--- src/rtl/td4_pkg.sv ---
// Shared encodings for the TD4 execution controller: command opcodes and FSM states.
package td4_pkg;

   typedef enum logic [1:0] {
      OP_RUN   = 2'b00,
      OP_HALT  = 2'b01,
      OP_STEP  = 2'b10,
      OP_WRITE = 2'b11
   } cmd_op_t;

   typedef enum logic [1:0] {
      ST_HALT = 2'b00,
      ST_RUN  = 2'b01,
      ST_STEP = 2'b10,
      ST_LOAD = 2'b11
   } state_t;

   localparam int CNT_W = 8;

endpackage

--- src/rtl/td4_sat_cnt.sv ---
// Saturating up-counter with synchronous clear; clear wins over increment.
module td4_sat_cnt #(
   parameter int W = 8
) (
   input  logic         clk,
   input  logic         rst_n,
   input  logic         clear,
   input  logic         inc,
   output logic [W-1:0] q
);

   logic [W-1:0] r_q;

   // Count enabled cycles, sticking at all-ones instead of wrapping.
   always_ff @(posedge clk or negedge rst_n) begin
      if (!rst_n) begin
         r_q <= '0;
      end else if (clear) begin
         r_q <= '0;
      end else if (inc && (r_q != {W{1'b1}})) begin
         r_q <= r_q + 1'b1;
      end
   end

   assign q = r_q;

endmodule

--- src/rtl/td4_exec_ctrl.sv ---
// Debug/execution controller for a TD4 core: run/halt/single-step with one
// PC breakpoint, optional run-length limit, and an instruction-memory write port.
module td4_exec_ctrl
   import td4_pkg::*;
#(
   parameter logic [7:0] RUN_LIMIT = 8'd0
) (
   input  logic       clk,
   input  logic       rst_n,
   input  logic       cmd_valid,
   output logic       cmd_ready,
   input  logic [1:0] cmd_op,
   input  logic [3:0] cmd_addr,
   input  logic [7:0] cmd_data,
   input  logic       bp_en,
   input  logic [3:0] bp_addr,
   input  logic [3:0] cpu_addr,
   output logic       cpu_en,
   output logic       mem_we,
   output logic [3:0] mem_waddr,
   output logic [7:0] mem_wdata,
   output logic       halted,
   output logic       bp_hit,
   output logic [7:0] step_cnt
);

   state_t       r_state;
   state_t       w_state_next;
   logic         r_bp_skip;
   logic         r_bp_hit;
   logic [3:0]   r_waddr;
   logic [7:0]   r_wdata;

   logic         w_accept;
   logic         w_bp_stop;
   logic         w_limit_stop;
   logic         w_cnt_clear;
   logic         w_bp_hit_set;
   logic         w_bp_hit_clr;
   logic         w_skip_set;
   logic         w_latch_wr;
   logic [7:0]   w_step_cnt;
   cmd_op_t      w_op;

   assign w_op      = cmd_op_t'(cmd_op);
   assign cmd_ready = (r_state == ST_HALT) || (r_state == ST_RUN);
   assign w_accept  = cmd_valid && cmd_ready;

   // The skip flag lets a RUN resumed at a breakpoint execute that instruction.
   assign w_bp_stop    = bp_en && (cpu_addr == bp_addr) && !r_bp_skip;
   assign w_limit_stop = (RUN_LIMIT != 8'd0) && (w_step_cnt == RUN_LIMIT);

   assign cpu_en    = ((r_state == ST_RUN) && !w_bp_stop && !w_limit_stop) ||
                      (r_state == ST_STEP);
   assign mem_we    = (r_state == ST_LOAD);
   assign mem_waddr = r_waddr;
   assign mem_wdata = r_wdata;
   assign halted    = (r_state == ST_HALT);
   assign bp_hit    = r_bp_hit;
   assign step_cnt  = w_step_cnt;

   // State register.
   always_ff @(posedge clk or negedge rst_n) begin
      if (!rst_n) begin
         r_state <= ST_HALT;
      end else begin
         r_state <= w_state_next;
      end
   end

   // Next-state decode and side-effect strobes; stops in RUN take priority over HALT.
   always_comb begin
      w_state_next = r_state;
      w_cnt_clear  = 1'b0;
      w_bp_hit_set = 1'b0;
      w_bp_hit_clr = 1'b0;
      w_skip_set   = 1'b0;
      w_latch_wr   = 1'b0;
      case (r_state)
         ST_HALT: begin
            if (w_accept) begin
               case (w_op)
                  OP_RUN: begin
                     w_state_next = ST_RUN;
                     w_cnt_clear  = 1'b1;
                     w_skip_set   = 1'b1;
                     w_bp_hit_clr = 1'b1;
                  end
                  OP_STEP: begin
                     w_state_next = ST_STEP;
                     w_cnt_clear  = 1'b1;
                     w_bp_hit_clr = 1'b1;
                  end
                  OP_WRITE: begin
                     w_state_next = ST_LOAD;
                     w_latch_wr   = 1'b1;
                     w_bp_hit_clr = 1'b1;
                  end
                  default: ;
               endcase
            end
         end
         ST_RUN: begin
            if (w_bp_stop) begin
               w_state_next = ST_HALT;
               w_bp_hit_set = 1'b1;
            end else if (w_limit_stop) begin
               w_state_next = ST_HALT;
            end else if (w_accept && (w_op == OP_HALT)) begin
               w_state_next = ST_HALT;
            end
         end
         ST_STEP: w_state_next = ST_HALT;
         ST_LOAD: w_state_next = ST_HALT;
         default: w_state_next = ST_HALT;
      endcase
   end

   // Sticky breakpoint flag, one-shot breakpoint skip, and latched write target.
   always_ff @(posedge clk or negedge rst_n) begin
      if (!rst_n) begin
         r_bp_hit  <= 1'b0;
         r_bp_skip <= 1'b0;
         r_waddr   <= 4'd0;
         r_wdata   <= 8'd0;
      end else begin
         if (w_bp_hit_set) begin
            r_bp_hit <= 1'b1;
         end else if (w_bp_hit_clr) begin
            r_bp_hit <= 1'b0;
         end
         if (w_skip_set) begin
            r_bp_skip <= 1'b1;
         end else if (r_state == ST_RUN) begin
            r_bp_skip <= 1'b0;
         end
         if (w_latch_wr) begin
            r_waddr <= cmd_addr;
            r_wdata <= cmd_data;
         end
      end
   end

   td4_sat_cnt #(
      .W (CNT_W)
   ) u_step_cnt (
      .clk   (clk),
      .rst_n (rst_n),
      .clear (w_cnt_clear),
      .inc   (cpu_en),
      .q     (w_step_cnt)
   );

endmodule

--- config.mk ---
export PLATFORM = sky130hd
export DESIGN_NAME = td4_exec_ctrl
export DESIGN_NICKNAME = d
export VERILOG_FILES = /design/src/rtl/td4_pkg.sv /design/src/rtl/td4_sat_cnt.sv /design/src/rtl/td4_exec_ctrl.sv
export SDC_FILE = /design/constraint.sdc
export NUM_CORES = 1
export LEC_CHECK = 0
export CAP_MARGIN = 20
export CELL_PAD_IN_SITES_DETAIL_PLACEMENT = 1
export CELL_PAD_IN_SITES_GLOBAL_PLACEMENT = 2
export CORE_ASPECT_RATIO = 1.5
export CORE_MARGIN = 2
export CORE_UTILIZATION = 29
export CTS_BUF_LIST = sky130_fd_sc_hd__clkbuf_4 sky130_fd_sc_hd__clkbuf_8
export DETAILED_ROUTE_END_ITERATION = 7
export PLACE_DENSITY = 0.87
export SETUP_SLACK_MARGIN = 0.5
export SLEW_MARGIN = 20
export SYNTH_ARGS = -nofsm -noshare
export SYNTH_HDL_FRONTEND = slang
export SYNTH_SLANG_ARGS = --single-unit
--- constraint.sdc ---
create_clock -name clk -period 3.1 [get_ports clk]
set_input_delay 0.31 -clock clk [delete_from_list [all_inputs] [get_ports clk]]
set_output_delay 0.31 -clock clk [all_outputs]
set_load 0.1 [all_outputs]
# After elaboration in Yosys (flattened, before gate mapping)
# Cells that the tools add are included.
# word_totals
register_bits,24
inputBits,26
out_inout_bits,25
wordCells,62
# classes
add_sub_neg,1
n_eq_ne,11
n_mux,25
n_reduce_logical,19
# op_table
op,n
1-bit two-way mux,18
8-bit two-way mux,2
2-bit case mux with 3 select lines,2
8-bit by 1-bit adder with 8-bit output (second input constant),1
2-bit == test (second input constant),4
8-bit inequality test (second input constant),1
1-bit logical AND,6
2-bit two-way mux,3
2-bit nonzero test,3
2-bit by 1-bit == test with 1-bit output (second input constant),2
4-bit == test,1
2-bit zero test,2
4-bit by 1-bit inequality test with 1-bit output (second input constant),1
2-bit OR reduction,2
3-bit by 2-bit inequality test with 1-bit output (second input constant),1
3-bit AND reduction,1
3-bit OR reduction,1
1-bit zero test,2
1-bit logical OR,2
2-bit by 1-bit inequality test with 1-bit output (second input constant),1

# Depth between registers and ports, before layout
# Gate-level depths: netlist of the first run.
# depth
depth_word,9
ltp_mapped,6
mapped_depth_nobuf,6

# Hierarchy
# Synthesis of the first run repeated with hierarchy kept, for this count alone.
# hier_totals
cells_unflattened,107
area_unflattened_um2,1258.7
# modules_own_cells
module,n_inst,cells_per_inst,area_per_inst_um2,seq_area_each_um2
td4_exec_ctrl,1,58,794.5,400.4
td4_sat_cnt,1,49,464.2,200.2

# Worst setup path before layout of the first run
# No wires, ideal clock.
# synth_timing
path_type,reg2reg
from,register r_state[0]
to,register r_waddr[0] (netlist: mem_waddr[0])
setup_ns,0.125
arrival_ns,2.127
t_required_ns,2.975
path_slack_ns,0.848
stages_incl_launch_ff,6
path_buffers,1
period_less_slack_ns,2.252
cell_sequence,dfrtp_1 nor2_2 and3_4 nand2_4 buf_6 mux2_4
# synth_via
elab_chain_len,5
word_cells_on_any_way,6
classes_between,eq/ne (1); mux (2); reduce/logical (3)
# synth_lines
element,line,source
"start, declared",td4_exec_ctrl.sv:27,state_t r_state;
"start signal, assigned",td4_exec_ctrl.sv:67,r_state <= w_state_next;
2-bit zero test (*),-,
net halted,td4_exec_ctrl.sv:22,"output logic halted,"
1-bit logical OR,td4_exec_ctrl.sv:46,assign cmd_ready = (r_state == ST_HALT) || (r_state == ST_RUN);
1-bit logical AND,td4_exec_ctrl.sv:47,assign w_accept = cmd_valid && cmd_ready;
1-bit two-way mux,td4_exec_ctrl.sv:81,if (w_accept) begin
1-bit two-way mux (*),td4_exec_ctrl.sv:79,case (r_state)
"end signal, assigned",td4_exec_ctrl.sv:138,r_waddr <= cmd_addr;
"end, declared",td4_exec_ctrl.sv:31,logic [3:0] r_waddr;
# The timed path passes the listed nets; every way through them passes the cells marked *.
# A chain may end at the register's enable or synchronous reset.

# Worst setup path after layout of the first run
# layout_timing
from,register u_step_cnt.r_q[7] (netlist: u_step_cnt.q[7])
to,output step_cnt[7]
# layout_lines
element,line,source
"start, declared",td4_sat_cnt.sv:12,logic [W-1:0] r_q;
"start signal, assigned",td4_sat_cnt.sv:21,r_q <= r_q + 1'b1;
"end, declared",td4_exec_ctrl.sv:24,output logic [7:0] step_cnt
# No word-level cell between the ends.

==> results of run 1 <==
[registers in the layout (all words and copies together), names as in the netlist]
register and cells:
r_state 2, r_bp_skip 1, mem_wdata 8, mem_waddr 4, bp_hit 1, u_step_cnt.q 8
[final timing paths]
path	end	cells past startpoint	slack (ps)
setup reg to reg	u_step_cnt.q[6]$_DFFE_PN0P_	5	1250
hold / removal	mem_wdata[6]$_DFFE_PN0P_	1	30
min in group clk	r_bp_skip$_DFFE_PN0P_	2	510
max in group asynchronous	u_step_cnt.q[3]$_DFFE_PN0P_	1	2710
setup / recovery	step_cnt[7]	1	940
hold reg to reg	r_bp_skip$_DFFE_PN0P_	2	510
[final cells by class]
type,count,share of cell area (%)
multi-input cells,74,33.5
flip-flops and latches,24,33.5
clock buffers,4,3.07
well taps,46,3.21
repair buffers,50,26.1
inverters,3,0.628
[where the power goes]
part / switching [mW] / leakage [nW] / internal (mW)
Clock: 0.0930 / 0.0288 / 0.113
Combinational: 0.891 / 0.489 / 0.308
Sequential: 0.0920 / 0.303 / 0.411
Total: 1.08 / 0.821 / 0.832
[cell families (layout without fill, tap and decap cells)]
family	count (synthesis)	count (layout)	share of synthesized area (%)
AO/OA/AOI/OAI	17	17	9.81
XOR/XNOR	4	4	2.86
adder cells (fa/ha/maj)	1	1	1.02
buffers and inverters	4	57	1.84
flip-flops	24	24	49.0
multiplexers	15	15	16.5
AND/OR/NAND/NOR	37	37	18.9
[cell usage after synthesis]
| cell type | n | area (um2) |
|---|---|---|
| sky130_fd_sc_hd__o32ai_1 | 1 | 8.76 |
| sky130_fd_sc_hd__nor2_1 | 3 | 11.3 |
| sky130_fd_sc_hd__nand2b_1 | 1 | 6.26 |
| sky130_fd_sc_hd__nand3_1 | 5 | 25.0 |
| sky130_fd_sc_hd__mux2_2 | 2 | 22.5 |
| sky130_fd_sc_hd__and3_1 | 1 | 6.26 |
| sky130_fd_sc_hd__o21a_2 | 2 | 17.5 |
| sky130_fd_sc_hd__a21oi_1 | 3 | 15.0 |
| sky130_fd_sc_hd__nand2_4 | 1 | 11.3 |
| sky130_fd_sc_hd__buf_6 | 1 | 11.3 |
| sky130_fd_sc_hd__o31ai_1 | 1 | 7.51 |
| sky130_fd_sc_hd__nand4b_2 | 1 | 15.0 |
| sky130_fd_sc_hd__and2_1 | 1 | 6.26 |
| sky130_fd_sc_hd__or3b_1 | 1 | 8.76 |
| sky130_fd_sc_hd__nand4_1 | 3 | 18.8 |
| sky130_fd_sc_hd__nand2_1 | 12 | 45.0 |
| sky130_fd_sc_hd__ha_1 | 1 | 12.5 |
| sky130_fd_sc_hd__nand2b_4 | 2 | 27.5 |
| sky130_fd_sc_hd__and4_1 | 2 | 17.5 |
| sky130_fd_sc_hd__xnor2_1 | 4 | 35.0 |
| sky130_fd_sc_hd__o311ai_0 | 1 | 8.76 |
| sky130_fd_sc_hd__nand3b_1 | 2 | 15.0 |
| sky130_fd_sc_hd__o211a_4 | 1 | 17.5 |
| sky130_fd_sc_hd__and3_4 | 1 | 11.3 |
| sky130_fd_sc_hd__dfrtp_1 | 24 | 601 |
| sky130_fd_sc_hd__inv_1 | 3 | 11.3 |
| sky130_fd_sc_hd__o21ai_0 | 6 | 30.0 |
| sky130_fd_sc_hd__a2111oi_0 | 1 | 8.76 |
| sky130_fd_sc_hd__mux2i_1 | 3 | 30.0 |
| sky130_fd_sc_hd__a31oi_1 | 1 | 6.26 |
| sky130_fd_sc_hd__mux2_4 | 10 | 150 |
| sky130_fd_sc_hd__nor2_2 | 1 | 6.26 |
[per-layer routing]
| metal | share of wire (%) | GRT usage, % | routed length (um) | vias up |
|---|---|---|---|---|
| met4 | 0 | 2.54 | 0 | 0 |
| met5 | 0 | 0 | 0 | - |
| li1 | - | - | - | 473 |
| met1 | 38 | 15.5 | 1150 | 489 |
| met3 | 8.0 | 3.72 | 245 | 0 |
| met2 | 54 | 24.5 | 1650 | 41 |
[metrics by stage]
| stage | std cells | hold slack [ps] | cell area, um2 | utilization (%) | setup WS (ps) |
|---|---|---|---|---|---|
| finish | 201 | 27.4 | 1790 | 43.4 | 941 |
| global route | 201 | 53.5 | 1790 | 43.4 | 874 |
| CTS | 201 | 528 | 1800 | 43.5 | 933 |
| detailed placement | 197 | 494 | 1740 | 42.2 | 1160 |
| global placement | 197 | 482 | 1740 | 42.2 | 1200 |
| floorplan | 102 | 14.4 | 1220 | - | 848 |
==> run summary, run 1 <==
During synthesis, Yosys emitted a total of 0 warnings. The measured slew at the worst slew-check pin was 990 ps. In this run the core area contains 29 standard-cell rows. Number of buffers and inverters on the critical path: 1. On the final layout, the worst clock skew is 4.33 ps. The tools report the number of max-slew violations in the final report as 0. The clock passes through at most 2 buffers. The number of max-cap violations was 0.

For the number of top-level design ports, the log shows 51. The via count of the first global-routing pass is 1,073, and the area of the multi-input gates is 602 um2. The congestion estimate from routability-driven global placement came to 0.678. The tools report the type of element capturing the critical path as a primary output. In the layout the commonest cells are 38 x sky130_fd_sc_hd__clkdlybuf4s50_1, 24 x sky130_fd_sc_hd__dfrtp_1, 12 x sky130_fd_sc_hd__nand2_1.

The aggregate global-route resource usage was 13.5%; the wire length of the first global-routing pass was 5180 um. Setup repair after global routing left no endpoint under its margin. The number of nets still failing antenna checks after routing was 0; the number of fill cells in the layout was 479. Once the clock tree was built, the resizer swapped 0 gates to a different size. The clock-pin slew on the worst setup and hold paths was 80 ps.

The tools report the final hold violation count as 0. In this run the worst path has a maximum fanout of 6. The minimum clock period after layout is 2160 ps. STA classifies the critical path startpoint as a flip-flop. The post-route clock period utilization is 69.6%, and the synthesized area per cell is 12.0 um2.

For this run, the register share of the synthesized area comes to 49.0%. For this run the aggregate overflow at the end of global routing stands at 0. The critical path required time is 2790 ps, and the routed wire length is 3040 um. For this run, the top clock speed supported by timing is 463 MHz. The die is 83.6 um tall. The routed length per instance came out at 15.1 um. The repair_antennas step left the layout with diodes totalling 0. Synthesis produced a netlist whose cell count is 102. The count of buffers inserted at the top-level ports was 50; the relative slew slack was 33.8%. Detailed routing inserted a total of 1,003 vias. For this run, design rule violations remaining after detail routing come to 0.

In this run, distinct cell masters in the synthesized netlist total 32. The per-cell via count in the routed design is 4.99, and the fraction of final layout cells sized beyond drive strength 1 is 23.9%. Area inside the core boundary: 4140 um2.

The run gives 25 as the largest net degree at the start of global routing. Compared with the post-synthesis result, the final layout area differs by 46.5%. The mapped cell area is 1220 um2, and the number of nets in the synthesized netlist is 129.

In this run the worst setup path begins at u_step_cnt.q[7]$_DFFE_PN0P_. Among cell families on the critical path, the largest total delay comes from buffers and inverters. The flow ran to the end, and the final reports show no timing, DRC or antenna violations.

Across the VDD grid, the largest voltage drop is 0.694 mV. The insertion delay of the later-clocked pin in the worst-skew pair came out at 260 ps. The slowest stage of the critical path belongs to the cell sky130_fd_sc_hd__clkdlybuf4s50_1.

Measured along the x axis, the die boundary spans 57.1 um. STA puts the critical path data arrival time at 1850 ps. The run gives 183 as the post-layout net count. The post-CTS setup buffer count is 0, and the sum of negative setup slack is 0 ps. For the full die area, the log shows 4770 um2. Hold repair after CTS inserted 0 buffers. TritonCTS built the clock tree. The first routing iteration left 9 violations.

Starting density of the core: 29.6%. The total number of H-tree levels was 1. Leaving out fill and tap cells, the most frequent cell in the layout is sky130_fd_sc_hd__clkdlybuf4s50_1. By startpoint and endpoint, the worst setup path is classified as reg -> out. The startpoint of the worst register-to-register path is u_step_cnt.q[0]$_DFFE_PN0P_. Traced cell by cell, the critical path runs through clkdlybuf4s50_1.

Detailed placement ended at an HPWL of 2450 um. Synthesis inferred 24 register bits. Power comes to 1.91 mW. Dividing total power by cell area gives a power density of 1060 nW/um2. CTS root buffer: sky130_fd_sc_hd__clkbuf_8. The largest stage delay on the critical path was 1160 ps; the count of TritonRoute iterations in the first routing pass was 4.

The number of antenna violations at the first check in global routing was 0; the leakage power total was 0.821 nW. The total number of clock tree sinks was 24; the clock buffer count from CTS was 3. In this run the worst hold path is classified as in -> async.

The sequential cells in the finished layout cover a total of 601 um2. Setup violations remaining at the end of the flow were counted as 0.
Power figures use the tool's default switching activity.
==> inputs of run 2 (changes only) <==
Settings changed: CORE_UTILIZATION 29 to 27, PLACE_DENSITY 0.87 to 0.82.
Clock period 3.1 ns to 2.2 ns, I/O delays scaled along.
==> run 2 against run 1 <==
Power increased by 46%. Critical endpoint is now cpu_en. Sequential power grew 45%. Die area grew 7.0%. Register-to-register slack worse by 680 ps. Design area grew 6.9%. Global-route usage decreased by 0.28 points. First-iteration DRC count increased by 11%. Sequential cell count did not move. Via count up 4.0%.
==> run summary, run 2 (synthesis results as in run 1) <==
The run gives 24 as the total number of clock tree sinks. For the area of all placed cells without fillers, the log shows 1920 um2. Die span in x: 59.0 um. The most critical setup path has its endpoint at cpu_en.

Leaving out fill and tap cells, the most frequent cell in the layout is sky130_fd_sc_hd__buf_4. The run gives 51 as the number of top-level design ports. The flow ran to the end, and the final reports show no timing, DRC or antenna violations.

The run gives 209 as the count of non-filler cells in the finished layout. For the number of antenna violations at the first check in global routing, the log shows 0. TritonCTS built the clock tree. After the first detailed-routing iteration, the DRC count stood at 10. The routed length per instance is 15.1 um, and the via count of the first global-routing pass is 1,172. The largest net degree at the start of global routing is 17.

The number of max-slew violations in the final report is 0. Across the run, the number of max-cap violations was 0. The total number of H-tree levels is 1.

For the routed wire length, the log shows 3160 um. Hold repair after CTS inserted 0 buffers. Clock buffer count from CTS: 3. STA classifies the critical path endpoint as a primary output. The critical path is of the in -> out type. In the layout the commonest cells are 30 x sky130_fd_sc_hd__buf_4, 25 x sky130_fd_sc_hd__clkdlybuf4s50_1, 14 x sky130_fd_sc_hd__dfrtp_1. The remaining routing DRC violations is 0, and the power density relative to cell area is 1450 nW/um2. The tools report the critical path startpoint category as an input pin.

The core region is 4430 um2. Instance area after placement: 1790 um2. The highest net fanout along the worst path works out to 4. The number of fill cells in the layout is 499.

The aggregate global-route resource usage came out at 13.2%. Routability-driven placement finished with a final weighted congestion of 0.697. In this run the worst hold path is classified as in -> async. The routed layout has 1,043 vias. The count of nets left with antenna violations once routing finished came out at 0. Reg-to-reg critical path endpoint: u_step_cnt.q[7]$_DFFE_PN0P_. Based on the critical path, the design can be clocked at up to 601 MHz. Worst reg-to-reg setup slack: 570 ps. Dividing the detail-routed via count by the number of cells gives 4.99. After global routing the overflow that remains totals 0. The tools report the worst setup path startpoint as bp_addr[3].

The count of buffers inserted at the top-level ports is 50, and the number of antenna cells inserted is 0. Post-layout net count: 189. The final hold violation count is 0. Clock-pin slew on the worst setup and hold paths: 80 ps.

The final clock skew is 2.31 ps, and the count of TritonRoute iterations in the first routing pass is 3. The run gives 2500 um as the placed wire-length estimate. Cells with a size suffix above 1 make up 46.0% of the layout. Setup repair after global routing could not meet its margin everywhere. The sum of negative setup slack came out at 0 ps.

The tools report the signal arrival time at the worst endpoint as 1440 ps. The logs give 260 ps for the insertion delay of the later-clocked pin in the worst-skew pair and 1980 ps for the critical path required time. Worst reg2reg path depth: 6.

The logs give 49.8% for the relative slew slack and 5300 um for the wire length of the first global-routing pass. The die is 86.5 um tall. The full die area was 5100 um2. The cell count after placement is 201. The longest clock path from root to sink contains 2 buffers. The measured slew at the worst slew-check pin is 750 ps, and the post-route clock period utilization is 75.6%. Summing all flip-flop and latch instances after layout gives 618 um2. The startpoint identified for the worst register-to-register timing path is u_step_cnt.q[1]$_DFFE_PN0P_. Site row count: 30.

The leakage power total is 0.878 nW, and the post-synthesis to final-layout area growth is 56.6%. The multi-input combinational cells in the finished layout cover a total of 678 um2. The number of setup violations in the final report was 0. The tools report the CTS root buffer as sky130_fd_sc_hd__clkbuf_8. The smallest clock period supported by the final layout is computed as 1660 ps.

The logs give 27.7% for the starting density of the core and 0.917 mV for the maximum VDD drop.
-- run 2: layout make-up --
cell class	instances	share of cell area, %
tap	48	3.13
sequential	24	32.2
multi-input combinational	74	35.4
clock buffer	4	2.87
timing repair buffer	56	25.8
inverter	3	0.587
-- run 2: per-stage QoR --
| step | worst slack (ps) | util, % | hold slack [ps] | total power, mW |
|---|---|---|---|---|
| 5_1_grt | 487 | 43.3 | 452 | 2.91 |
| 6_report | 537 | 43.3 | 398 | 2.79 |
| 3_3_place_gp | 498 | 40.5 | 473 | 2.43 |
| 3_5_place_dp | 471 | 40.5 | 494 | 2.46 |
| 2_1_floorplan | 313 | - | -75.6 | 2.05 |
| 4_1_cts | 506 | 41.8 | 422 | 2.77 |
-- run 2: power breakdown --
group | internal, mW | switching [mW]
clock | 0.159 | 0.137
sequential | 0.596 | 0.131
combinational | 0.471 | 1.29
-- run 2: layer usage --
metal / global-route usage (%) / vias up / routed length, um
met5: 0 / - / 0
met4: 1.86 / 0 / 0
met3: 2.99 / 0 / 187
met2: 26.0 / 35 / 1810
met1: 14.0 / 521 / 1160
li1: - / 487 / -
-- run 2: what timing repair did --
| item | in CTS | in global routing |
|---|---|---|
| resized for setup | 2 | 5 |
| cloned | 0 | 0 |
| pin swaps | 0 | 3 |
| buffers inserted | 0 | 4 |
| endpoints found under the setup margin | 1 | 3 |
| hold endpoints to repair | 0 | 0 |
-- run 2: how the worst min path moves through the flow --
stage	start	to	slack [ps]
global route	rst_n	r_bp_skip$_DFFE_PN0P_	450
finish	rst_n	mem_waddr[3]$_DFFE_PN0P_	400
floorplan	rst_n	bp_hit$_DFFE_PN0P_	-80
CTS	rst_n	mem_waddr[3]$_DFFE_PN0P_	420
global placement	r_bp_skip$_DFFE_PN0P_	r_bp_skip$_DFFE_PN0P_	470
detailed placement	u_step_cnt.q[4]$_DFFE_PN0P_	u_step_cnt.q[4]$_DFFE_PN0P_	490
-- run 2: critical path: stages --
cell and delay [ps]:
sky130_fd_sc_hd__clkdlybuf4s50_1 510, sky130_fd_sc_hd__xnor2_2 130, sky130_fd_sc_hd__nand3_2 140, sky130_fd_sc_hd__o21a_4 270, sky130_fd_sc_hd__buf_12 170
==> patch 1: new RTL, settings of run 2 <==
Make the reset (`rst_n`) synchronous in 3 clocked blocks.
--- a/src/rtl/td4_sat_cnt.sv
+++ b/src/rtl/td4_sat_cnt.sv
@@ -12,7 +12,7 @@
    logic [W-1:0] r_q;
 
    // Count enabled cycles, sticking at all-ones instead of wrapping.
-   always_ff @(posedge clk or negedge rst_n) begin
+   always_ff @(posedge clk) begin
       if (!rst_n) begin
          r_q <= '0;
       end else if (clear) begin
--- a/src/rtl/td4_exec_ctrl.sv
+++ b/src/rtl/td4_exec_ctrl.sv
@@ -60,7 +60,7 @@
    assign step_cnt  = w_step_cnt;
 
    // State register.
-   always_ff @(posedge clk or negedge rst_n) begin
+   always_ff @(posedge clk) begin
       if (!rst_n) begin
          r_state <= ST_HALT;
       end else begin
@@ -117,7 +117,7 @@
    end
 
    // Sticky breakpoint flag, one-shot breakpoint skip, and latched write target.
-   always_ff @(posedge clk or negedge rst_n) begin
+   always_ff @(posedge clk) begin
       if (!rst_n) begin
          r_bp_hit  <= 1'b0;
          r_bp_skip <= 1'b0;
Function: differs if rst_n is asserted again (counterexample within 4 cycles, from zero or initial values and one cycle with rst_n low); with rst_n held inactive, the same outputs for 10 cycles.
==> patch 1 against run 2 <==
Wire length up 23%; cell count grew 20%; critical path type is now reg -> reg; worst setup slack improved by 0.0056 ns; design area is 1.4% higher; area after synthesis is 0.41% lower; core utilization increased by 0.62 points; highest routed layer is now met4; die area down 0.38%; critical endpoint is now u_step_cnt.q[0]; the run now ends with design-rule violations left; sequential cell count stayed put.
Power is not compared: it rests on default switching activity, and its combinational part moved more than twofold at a synthesized area within 25%.
==> patch 1: results (changes against run 2) <==
Final Util=43.9% (+0.62 points); Synth cell types=38 (+19%); RR Endpoint=u_step_cnt.q[0]; share of cells above drive strength 1=40.1% (-5.9 points); total track usage=15.6% (+2.5 points); Setup crit end kind=flop; CP Launch Point=r_state[1]; Synth Warn #=0 (unchanged); met1 Track Usage GR=15.6% (+1.6 points); met3 wire length=169 µm (-9.6%); # DRC=4 (+4); synthesized net count=174 (+35%); cts repair resizes=17 (+15); metal2 WL=2.19 mm (+21%); Worst path top cell family by delay=simple AND/OR/NAND/NOR gates; Hold WC Path Type=reg -> reg; Post-CTS Setup Inserts=4 (+4); largest net degree at the start of global routing=18 (+1); global-route wire length before repair=6.15 mm (+16%); via count=1,275 (+22%); reg2reg path depth=8 (+2); WL final=3.87 mm (+23%); global-route track usage on met3=2.39% (-0.60 points); Max Clk Rate=604 MHz (+0.34%); number of placed instances, taps included=239 (+19%); clk_skew=0.00272 ns (+0.000410 ns); Post-Syn Area per Cell=8.59 µm² (-28%); dpl ws=0.133 ns (-0.337 ns); Crit-path slowest cell=dfxtp_4; Pre-Repair DR Iteration Count=6 (+3); Worst EP arrival=1.86 ns (+0.42 ns); clock buffer depth=2 (unchanged); placer congestion estimate=0.696 (-0.17%); failing checks=design-rule violations; DP HPWL=2.88 mm (+15%); Met1 Routed Length=1.43 mm (+24%); hold_ws=0.471 ns (+0.0731 ns); Async SR Flop Fraction=0% (-100 points); met2 Use GR=30.5% (+4.5 points); Area contributors post-synth=dfxtp_1 (39%), nand2_1 (9.5%), a21boi_0 (8.0%), ha_1 (6.2%), nor2_1 (2.5%); Cell Area, Placed=0.00178 mm² (-0.56%); initial drt markers=22 (+12); Seq/Total Area, Yosys=39.4% (-9.6 points); top post-synthesis cells by count=nand2_1 (31), dfxtp_1 (24), a21boi_0 (13), nor2_1 (8), ha_1 (6); outcome=complete, but fails checks; # fillers=528 (+5.8%); largest stage delay on the critical path=0.38 ns (-0.13 ns); Slew @ Worst Pin=0.385 ns (-0.365 ns); reg-to-reg setup timing slack=0.54 ns (-0.03 ns); drt wl/cell=15.5 µm (+2.6%)
==> patch 1: cell count changes after synthesis, sizes merged, moves of 4 or more <==
cell	change
dfrtp	-24
dfxtp	+24
nand2	+18
a21boi	+13
mux2	-12
ha	+5
nor2	+4
or4	+4
==> patch 1: cells by family after synthesis <==
group | synth area share [%]
xor+xnor | 2.87
flops | 39.4
compound gates | 20.8
buf+inv | 4.82
fa+ha+maj | 6.15
simple gates | 26.0
==> patch 1: area by class of cell <==
type                            instances  area, µm²  share of cell area, %
Tap cell                               48       60.1                   3.09
Inverter                                6       31.3                   1.61
Multi-Input combinational cell        107        788                   40.5
Sequential cell                        24        502                   25.8
Timing Repair Buffer                   61        509                   26.2
Clock buffer                            4       55.1                   2.83
==> patch 1: where the power goes <==
part           internal, mW  total [mW]  leakage (nW)  switching (mW)
Clock                 0.160       0.305        0.0288           0.145
Combinational         0.121       0.322         0.551           0.201
Sequential            0.446       0.458         0.201          0.0124
==> patch 2: new RTL, settings of run 2 <==
Without the edit above. Encoding of `state_t`: now Gray code (2 bits for 4 states).
--- a/src/rtl/td4_pkg.sv
+++ b/src/rtl/td4_pkg.sv
@@ -11,8 +11,8 @@
    typedef enum logic [1:0] {
       ST_HALT = 2'b00,
       ST_RUN  = 2'b01,
-      ST_STEP = 2'b10,
-      ST_LOAD = 2'b11
+      ST_STEP = 2'b11,
+      ST_LOAD = 2'b10
    } state_t;
 
    localparam int CNT_W = 8;
Behaviour: no difference found for any inputs over 10 cycles, from zero or initial values and one cycle with rst_n low; not proved beyond that.
==> patch 2 against run 2 <==
Wire length grew 2.1%; synthesized cell count grew 0.98%; non-clock buffer count grew 2; worst setup slack lost 0.021 ns; area after synthesis shrank 5.1%; total power shrank 5.7%; clock skew grew 0.0046 ns; fmax shrank 1.2%; combinational power shrank 13%; count of clock-buffer cells in the layout shrank 1; sequential cell count is the same; first-iteration DRC count shrank 40%; design area shrank 0.13%; critical endpoint unchanged; largest cell class unchanged.
==> patch 2: results (changes against run 2) <==
outcome=completed; top post-synthesis cells by count=dfrtp_1 (24), nand2_1 (11), mux2_1 (10), o21ai_0 (8); total track usage=14.2% (+1.0 points); via-per-instance ratio=4.91 (-1.5%); number of placed instances, taps included=200 (-0.50%); synthesized net count=130 (+0.78%); clk_skew=0.00688 ns (+0.00457 ns); Seq/Total Area, Yosys=51.7% (+2.6 points); area fraction in compound gates after synthesis=11.2% (+1.4 points); largest stage delay on the critical path=0.49 ns (-0.02 ns); global-route wire length before repair=5.40 mm (+1.8%); peak supply drop=0.00133 V (+45%); Pre-Repair DR Iteration Count=4 (+1); internal power consumption=1.20 mW (-2.6%); nets=192 (+1.6%); Area contributors post-synth=dfrtp_1 (52%), mux2_1 (9.7%), nand2_1 (3.6%), o21ai_0 (3.4%), mux2_2 (2.9%); Clk network pwr share=14.7% (+4.1 points); Slew @ Worst Pin=0.313 ns (-0.437 ns); placer congestion estimate=0.788 (+13%); reg2reg path depth=5 (-1); cts repair resizes=4 (+2); number of global-route vias before repair=1,101 (-6.1%); largest net degree at the start of global routing=25 (+8); adder-cell area share of the yosys netlist=1.08% (+0.055 points); # fillers=455 (-8.8%); P_leak=0.863 nW (-1.7%); drt wl/cell=15.4 µm (+1.6%); Worst EP arrival=1.46 ns (+0.02 ns); Post-Syn Area per Cell=11.3 µm² (-6.0%)
patch 2: cell count changes after synthesis, moves of 3 or more:
cell / run 2 / this run
nor2b_1: 0 / 3
mux2_4: 10 / 0
mux2_1: 0 / 10
xnor2_1: 4 / 0
xor2_1: 0 / 3
patch 2: cell type report:
cell class | instances | share of cell area, %
clock inverters | 1 | 1.57
clock buffers | 3 | 2.16
flip-flops and latches | 24 | 32.3
inverters | 4 | 0.784
well taps | 46 | 3.00
multi-input cells | 74 | 33.3
repair buffers | 58 | 26.9
patch 2: final timing paths:
check                                   from         endpoint  slack (ns)
worst max-delay path             cpu_addr[0]           cpu_en        0.52
worst max register to register    r_state[0]  u_step_cnt.q[6]        0.57
max in group asynchronous              rst_n  u_step_cnt.q[1]        1.61
worst min register to register  mem_wdata[1]     mem_wdata[1]        0.50
worst min-delay path                   rst_n     mem_wdata[2]        0.32
min in group clk                mem_wdata[1]     mem_wdata[1]        0.50
patch 2: metal layers:
layer / routed length [µm] / share of wire [%] / global-route usage (%) / vias to the layer above
li1: - / - / - / 491
met2: 1870 / 58 / 25.2 / 28
met3: 115 / 3.6 / 1.39 / 6
met5: 0 / 0 / 0 / -
met4: 80 / 2.5 / 6.34 / 0
met1: 1160 / 36 / 16.8 / 507
patch 2: per-stage QoR:
stage | cell area (µm²) | hold WS [ns] | utilization, % | setup slack, ns | power (mW)
after global placement | 1740 | 0.475 | 41.6 | 0.327 | 2.19
final | 1920 | 0.318 | 45.9 | 0.517 | 2.63
after floorplan | 1220 | -0.0756 | - | 0.307 | 1.85
after detailed placement | 1740 | 0.487 | 41.6 | 0.289 | 2.22
after global routing | 1920 | 0.341 | 45.9 | 0.469 | 2.74
after CTS | 1850 | 0.336 | 44.3 | 0.502 | 2.62
